<file path="src/rtl/pp_accumulator.sv">
// Partial-product accumulator for the sequential 8x8 multiplier.
// Sums NUM_PP shifted partial products into a WIDTH-bit product, drives the
// index of the next expected partial product, pulses done for one cycle when
// the product is complete, and keeps a sticky carry-out flag per operation.
// Every output comes straight from a flop.
module pp_accumulator #(
    parameter int  WIDTH  = 16,
    parameter int  NUM_PP = 4,
    localparam int IDX_W  = (NUM_PP > 1) ? $clog2(NUM_PP) : 1
) (
    input  logic             clk,
    input  logic             reset_n,
    input  logic             start,
    input  logic             pp_valid,
    input  logic [WIDTH-1:0] pp_in,
    output logic [IDX_W-1:0] pp_idx,
    output logic             busy,
    output logic             done,
    output logic [WIDTH-1:0] product,
    output logic             overflow
);

    typedef enum logic [1:0] {
        ST_IDLE  = 2'd0,
        ST_ACCUM = 2'd1,
        ST_DONE  = 2'd2
    } state_t;

    localparam logic [IDX_W-1:0] LAST_IDX = IDX_W'(NUM_PP - 1);

    // Widened add: bit WIDTH of the result is the carry out of the accumulator.
    function automatic logic [WIDTH:0] add_carry(
        input logic [WIDTH-1:0] a,
        input logic [WIDTH-1:0] b
    );
        return {1'b0, a} + {1'b0, b};
    endfunction

    state_t           state_r;
    state_t           state_s;
    logic [WIDTH-1:0] acc_r;
    logic [WIDTH-1:0] acc_s;
    logic [WIDTH:0]   sum_s;
    logic [IDX_W-1:0] pp_idx_s;
    logic             busy_s;
    logic             done_s;
    logic [WIDTH-1:0] product_s;
    logic             overflow_s;

    // Next-state and next-output logic; outputs are computed one cycle ahead
    // so they can be registered and still line up with the state they reflect.
    always_comb begin
        state_s    = state_r;
        acc_s      = acc_r;
        pp_idx_s   = pp_idx;
        busy_s     = 1'b0;
        done_s     = 1'b0;
        product_s  = product;
        overflow_s = overflow;
        sum_s      = add_carry(acc_r, pp_in);

        case (state_r)
            ST_IDLE: begin
                // A beat arriving together with start is dropped on purpose.
                if (start) begin
                    state_s    = ST_ACCUM;
                    acc_s      = {WIDTH{1'b0}};
                    pp_idx_s   = {IDX_W{1'b0}};
                    overflow_s = 1'b0;
                    busy_s     = 1'b1;
                end else begin
                    state_s = ST_IDLE;
                end
            end

            ST_ACCUM: begin
                // start is ignored here: an operation always runs to completion.
                busy_s = 1'b1;
                if (pp_valid) begin
                    acc_s = sum_s[WIDTH-1:0];
                    if (sum_s[WIDTH]) begin
                        overflow_s = 1'b1;
                    end else begin
                        overflow_s = overflow;
                    end
                    if (pp_idx == LAST_IDX) begin
                        state_s   = ST_DONE;
                        product_s = sum_s[WIDTH-1:0];
                        pp_idx_s  = {IDX_W{1'b0}};
                        busy_s    = 1'b0;
                        done_s    = 1'b1;
                    end else begin
                        pp_idx_s = pp_idx + IDX_W'(1);
                    end
                end else begin
                    state_s = ST_ACCUM;
                end
            end

            ST_DONE: begin
                // start in the done cycle chains straight into the next operation;
                // product stays at the previous result until that one completes.
                if (start) begin
                    state_s    = ST_ACCUM;
                    acc_s      = {WIDTH{1'b0}};
                    pp_idx_s   = {IDX_W{1'b0}};
                    overflow_s = 1'b0;
                    busy_s     = 1'b1;
                end else begin
                    state_s = ST_IDLE;
                end
            end

            default: begin
                state_s    = ST_IDLE;
                acc_s      = {WIDTH{1'b0}};
                pp_idx_s   = {IDX_W{1'b0}};
                product_s  = {WIDTH{1'b0}};
                overflow_s = 1'b0;
            end
        endcase
    end

    // State, accumulator and output registers with synchronous active-low reset.
    always_ff @(posedge clk) begin
        if (!reset_n) begin
            state_r  <= ST_IDLE;
            acc_r    <= {WIDTH{1'b0}};
            pp_idx   <= {IDX_W{1'b0}};
            busy     <= 1'b0;
            done     <= 1'b0;
            product  <= {WIDTH{1'b0}};
            overflow <= 1'b0;
        end else begin
            state_r  <= state_s;
            acc_r    <= acc_s;
            pp_idx   <= pp_idx_s;
            busy     <= busy_s;
            done     <= done_s;
            product  <= product_s;
            overflow <= overflow_s;
        end
    end

endmodule
</file>
<file path="config.mk">
export PLATFORM = sky130hd
export DESIGN_NAME = pp_accumulator
export DESIGN_NICKNAME = d
export VERILOG_FILES = /design/src/rtl/pp_accumulator.sv
export SDC_FILE = /design/constraint.sdc
export NUM_CORES = 1
export LEC_CHECK = 0
export ABC_AREA = 1
export CELL_PAD_IN_SITES_DETAIL_PLACEMENT = 1
export CELL_PAD_IN_SITES_GLOBAL_PLACEMENT = 2
export CORE_ASPECT_RATIO = 1.25
export CORE_MARGIN = 5
export CORE_UTILIZATION = 30
export DETAILED_ROUTE_END_ITERATION = 10
export GPL_TIMING_DRIVEN = 1
export HOLD_SLACK_MARGIN = 0.05
export PLACE_DENSITY_LB_ADDON = 0.1
export SLEW_MARGIN = 5
export SYNTH_ARGS = -nofsm -noshare
export SYNTH_HDL_FRONTEND = slang
export SYNTH_SLANG_ARGS = --single-unit
</file>
<file path="constraint.sdc">
create_clock -name clk -period 5.8 [get_ports clk]
set_clock_uncertainty 0.2 [all_clocks]
set_input_delay 1.45 -clock clk [delete_from_list [all_inputs] [get_ports clk]]
set_output_delay 1.45 -clock clk [all_outputs]
set_load 0.03 [all_outputs]
</file>
=== Yosys cells after proc, flatten, opt, wreduce, memory -nomap -nowiden ===
Cells that the tools add are included.

* Bits in read-only memories: 0
* Bits in registers: 39
* Memories: 0
* Bits of input ports: 20
* Memory bits (writable): 0
* Output and inout port bits: 21
* Latch bits: 0
* Logic and storage cells: 47

* Multiplexer cells: 23
* $mul: 0
* Add/subtract/negate cells: 2
* Reduce and logical (&&, ||, !) cells: 6
* Bitwise logic cells: 1
* Equality and inequality tests: 8
* Div/mod/pow operators: 0
* Shift-type cells: 0
* $lt $le $gt $ge: 0

{| class="wikitable"
|+ Operator list
! cell !! number
|-
| $mux W16 || 4
|-
| $pmux W16 S2 || 2
|-
| $add A16 B16 Y17 || 1
|-
| $mux W2 || 5
|-
| $reduce_and A3 Y1 || 3
|-
| $mux W1 || 8
|-
| $pmux W2 S2 || 2
|-
| $ne A2 B2 Y1 const B || 3
|-
| $eq A2 B2 Y1 const B || 2
|-
| $pmux W1 S2 || 2
|-
| $ne A3 B3 Y1 const B || 1
|-
| $add A2 B1 Y2 const B || 1
|-
| $eq A2 B1 Y1 const B || 1
|-
| $logic_not A2 Y1 || 1
|-
| $ne A2 B1 Y1 const B || 1
|-
| $reduce_and A2 Y1 || 1
|-
| $reduce_or A2 Y1 || 1
|-
| $not A1 Y1 || 1
|}

=== Longest topological paths before layout ===
* Depth after elaboration: 4
* Mapped depth: 11
* Depth with buffers taken out: 11

=== Worst setup path after synthesis ===
No wires, ideal clock.

* Path kind: input-to-reg
* Start: input pp_in[0]
* End: register product[4]
* Arrival time: 2697 ps
* Slack: 2784 ps
* Buffers on the path: 0
* Setup time: 120 ps
* Cell stages on the path: 8
* Data required time: 5480 ps
* Cells stage by stage: ha_1 -> fa_1 -> nand2_1 -> nand2_1 -> and2_4 -> or2_2 -> nand3_1 -> a21oi_1

* Word-level cells in the longest chain between the ends: 4

{| class="wikitable"
|+ Ends and longest elaborated chain
! what !! line !! RTL
|-
| start, declared || 15 || <nowiki>input logic [WIDTH-1:0] pp_in,</nowiki>
|-
| $add A16 B16 Y17 || 36 || <nowiki>return {1'b0, a} + {1'b0, b};</nowiki>
|-
| $mux W16 || 86 || <nowiki>if (pp_idx == LAST_IDX) begin</nowiki>
|-
| $mux W16 || 79 || <nowiki>if (pp_valid) begin</nowiki>
|-
| $pmux W16 S2 || 62 || <nowiki>case (state_r)</nowiki>
|-
| end signal, assigned || 132 || <nowiki>product <= {WIDTH{1'b0}};</nowiki>
|-
| end signal, assigned || 140 || <nowiki>product <= product_s;</nowiki>
|-
| end, declared || 19 || <nowiki>output logic [WIDTH-1:0] product,</nowiki>
|}

No other way between the ends. The select of a mux whose other input is x is not followed.
A chain may end at the register's enable or synchronous reset.

=== Worst setup path in the final report ===
* Start: input pp_in[6]
* End: register acc_r[15]

* Word-level cells in the longest chain between the ends: 3

{| class="wikitable"
|+ Ends and longest elaborated chain
! what !! line !! RTL
|-
| $add A16 B16 Y17 || 36 ||
|-
| $mux W16 || 79 ||
|-
| $pmux W16 S2 || 62 ||
|-
| end signal, assigned || 128 || <nowiki>acc_r <= {WIDTH{1'b0}};</nowiki>
|-
| end signal, assigned || 136 || <nowiki>acc_r <= acc_s;</nowiki>
|-
| end, declared || 41 || <nowiki>logic [WIDTH-1:0] acc_r;</nowiki>
|}

No other way between the ends. The select of a mux whose other input is x is not followed.

==> results.sh <==
export IMPL_synth_top_area_cell="dfxtp_1"
export IMPL_ir_worst_vdd_uv=150
export IMPL_drtAntennaViolNets=0
export IMPL_start_util=0.307
export IMPL_rsz0062_at_grt="no"
export IMPL_vias_per_cell=4.86
export IMPL_syn_area_um2=2270
export IMPL_finalCritPeriodShare=0.564
export IMPL_utilization=0.390
export IMPL_die_y_um=107
export IMPL_path_class="in2reg"
export IMPL_hp_start="product[0]$_SDFFE_PN0P_"
export IMPL_worstSkewPairLatency_ns=0.29
export IMPL_p_per_area_nw_per_um2=283
export IMPL_r2r_start="acc_r[0]$_SDFFE_PN0P_"
export IMPL_drt_pass1_iterations=4
export IMPL_die_area_um2=9430
export IMPL_min_period_ns=3.27
export IMPL_syn_area_per_cell_um2=6.79
export IMPL_arrival_ns=3.29
export IMPL_grt_antenna_before_repair=0
export IMPL_io_pins=41
export IMPL_fill_cells=957
export IMPL_cts_htree_levels=2
export IMPL_ys_seq_area_frac=0.343
export IMPL_endpoint_kind="register"
export IMPL_area_sequential_um2=781
export IMPL_fin_tns_setup_ns=0
export IMPL_grt_max_degree=38
export IMPL_intPower_mw=0.552
export IMPL_fp_row_count=35
export IMPL_switching_power_mw=0.266
export IMPL_worst_r2r_cell_count=8
export IMPL_r2r_end="acc_r[4]$_SDFFE_PN0P_"
export IMPL_tightest_slew_ns=0.636
export IMPL_cts_made_buffers=5
export IMPL_synth_common_cells="nand2_1 (81), a21oi_1 (48), inv_1 (41)"
export IMPL_grt_pass1_vias=2343
export IMPL_combPwrFrac=0.290
export IMPL_seq_power_share=0.375
export IMPL_cp_start_kind="input port"
export IMPL_postCtsHoldBufs=0
export IMPL_place_gp_congestion=0.719
export IMPL_core_area_um2=7400
export IMPL_crit_fanout=5
export IMPL_gr_usage_all_layers=0.156
export IMPL_multiInputGateArea_um2=1290
export IMPL_fmax_mhz=306
export IMPL_ctsResizeCount=0
export IMPL_slew_viol_final=0
export IMPL_syn_nets=373
export IMPL_ff2ff_setup_slack_ns=3.81
export IMPL_cts_setup_buffers=0
export IMPL_ys_seq_elements=39
export IMPL_dpl_hpwl_mm=5.38
export IMPL_vias=2264
export IMPL_outcome="finished clean"
export IMPL_required_ns=5.82
export IMPL_drc=0
export IMPL_n_antenna_cell=0
export IMPL_port_buffers=40
export IMPL_routedWlPerCell_um=14.8
export IMPL_sw_frac_of_total=0.325
export IMPL_hp_class="reg2reg"
export IMPL_slew_headroom=0.574
export IMPL_async_reset_ff_frac=0
export IMPL_leakage_nw=1.34
export IMPL_synth_area_top_cells="dfxtp_1 (34%), nand2_1 (13%), a21oi_1 (11%)"
export IMPL_startpoint="pp_in[6]"
export IMPL_setup_viol=0
export IMPL_cts_root_buf="clkbuf_8"
export IMPL_hold_viol_final=0
export IMPL_synth_ff_type="dfxtp_1"
export IMPL_nNetsFinal=411
export IMPL_area_growth_pct=26.8
export IMPL_synth_edf_count=0
export IMPL_wirelength_mm=6.89
export IMPL_maxCapViolCount=0
export IMPL_drive_gt1_frac=0.0481
export IMPL_yosysUniqueCellTypes=30
export IMPL_cts_tree="done"
export IMPL_first_iter_violations=73
export IMPL_cts_sinks=39
export IMPL_overflow=0
export IMPL_yosysWarningCount=0
export IMPL_hold_depth=2
export IMPL_cts_buffer_depth=2
export IMPL_die_x_um=87.9
export IMPL_min_to="product[0]$_SDFFE_PN0P_"
export IMPL_yosysTopAreaCellShare=0.343
export IMPL_clk_pin_slew_ns=0.08
export IMPL_clockPowerShare=0.336
export IMPL_grt_pass1_wl_mm=11.6
export IMPL_synth_most_common_cell="nand2_1"
export IMPL_syn_inst=335
-- worst max-delay path, cell delays in order --
cell             delay [ns]
clkdlybuf4s50_1        0.42
ha_1                   0.38
nand2_1                0.12
inv_1                  0.07
a21oi_1                0.14
nand2_1                0.16
nand2_1                0.14
nand2_1                0.06
nand2_1                0.05
nand3_1                0.13
a21oi_1                0.16
-- area by class of cell --
cell class                      instances  area share
Multi-Input combinational cell        244       0.446
Inverter                               42      0.0546
Sequential cell                        39       0.271
Timing Repair Buffer                   41       0.141
Clock inverter                          3      0.0234
Clock buffer                            5      0.0239
Tap cell                               92      0.0399
-- worst max-delay path by stage --
stage	end	slack (ns)	cells past startpoint
2_1_floorplan	product[4]$_SDFFE_PN0P_	2.78	8
3_3_place_gp	acc_r[4]$_SDFFE_PN0P_	2.24	9
3_5_place_dp	acc_r[14]$_SDFFE_PN0P_	2.21	12
4_1_cts	acc_r[14]$_SDFFE_PN0P_	2.52	12
5_1_grt	acc_r[13]$_SDFFE_PN0P_	2.34	11
6_report	acc_r[15]$_SDFFE_PN0P_	2.53	11
-- layout by cell type (no fill, tap or decap), types with 3 or more instances in the layout --
master,Yosys,routed
clkbuf_8,0,5
ha_1,17,17
nand3_1,18,18
nand2_2,3,3
a21oi_1,48,48
nor2_1,16,16
inv_1,41,41
o21ai_0,37,37
nor3_1,4,4
clkdlybuf4s50_1,0,40
dfxtp_1,39,39
nand2_1,81,81
-- power by group through the flow --
| stage | logic [mW] | registers, mW | clock network (mW) |
|---|---|---|---|
| floorplan | 0.137 | 0.332 | 0 |
| global placement | 0.238 | 0.312 | 0 |
| detailed placement | 0.241 | 0.312 | 0 |
| CTS | 0.242 | 0.307 | 0.282 |
| global route | 0.270 | 0.310 | 0.297 |
| finish | 0.237 | 0.306 | 0.274 |
-- state kept, by name (all words and copies together) (netlist names) --
| signal | flops |
|---|---|
| overflow | 1 |
| acc_r | 16 |
| pp_idx | 2 |
| done | 1 |
| busy | 1 |
| product | 16 |
| state_r | 2 |
-- stage by stage --
stage / area (µm²) / instances / total power, mW / hold slack, ns / worst slack, ns
floorplan: 2270 / 335 / 0.469 / 0.307 / 2.78
global placement: 2750 / 458 / 0.550 / 0.278 / 2.24
detailed placement: 2750 / 458 / 0.553 / 0.286 / 2.21
CTS: 2890 / 466 / 0.831 / 0.310 / 2.52
global route: 2890 / 466 / 0.877 / 0.335 / 2.34
finish: 2890 / 466 / 0.818 / 0.305 / 2.53
-- metal layers --
layer	vias up	track usage	wire, µm
met5	-	0	0
met2	35	0.257	3340
met4	0	0.0406	97
met1	1043	0.205	3190
li1	1180	-	-
met3	6	0.0306	256
-- cell families (layout without fill, tap and decap cells) --
group,Yosys count,in the layout,share of synthesized area
and+or+nand+nor,133,133,0.251
adders and majority gates,18,18,0.102
buffers and inverters,52,91,0.0908
DFF,39,39,0.343
AOI/OAI and AO/OA,93,93,0.212
Note: power is estimated with default switching activity, not from simulation.
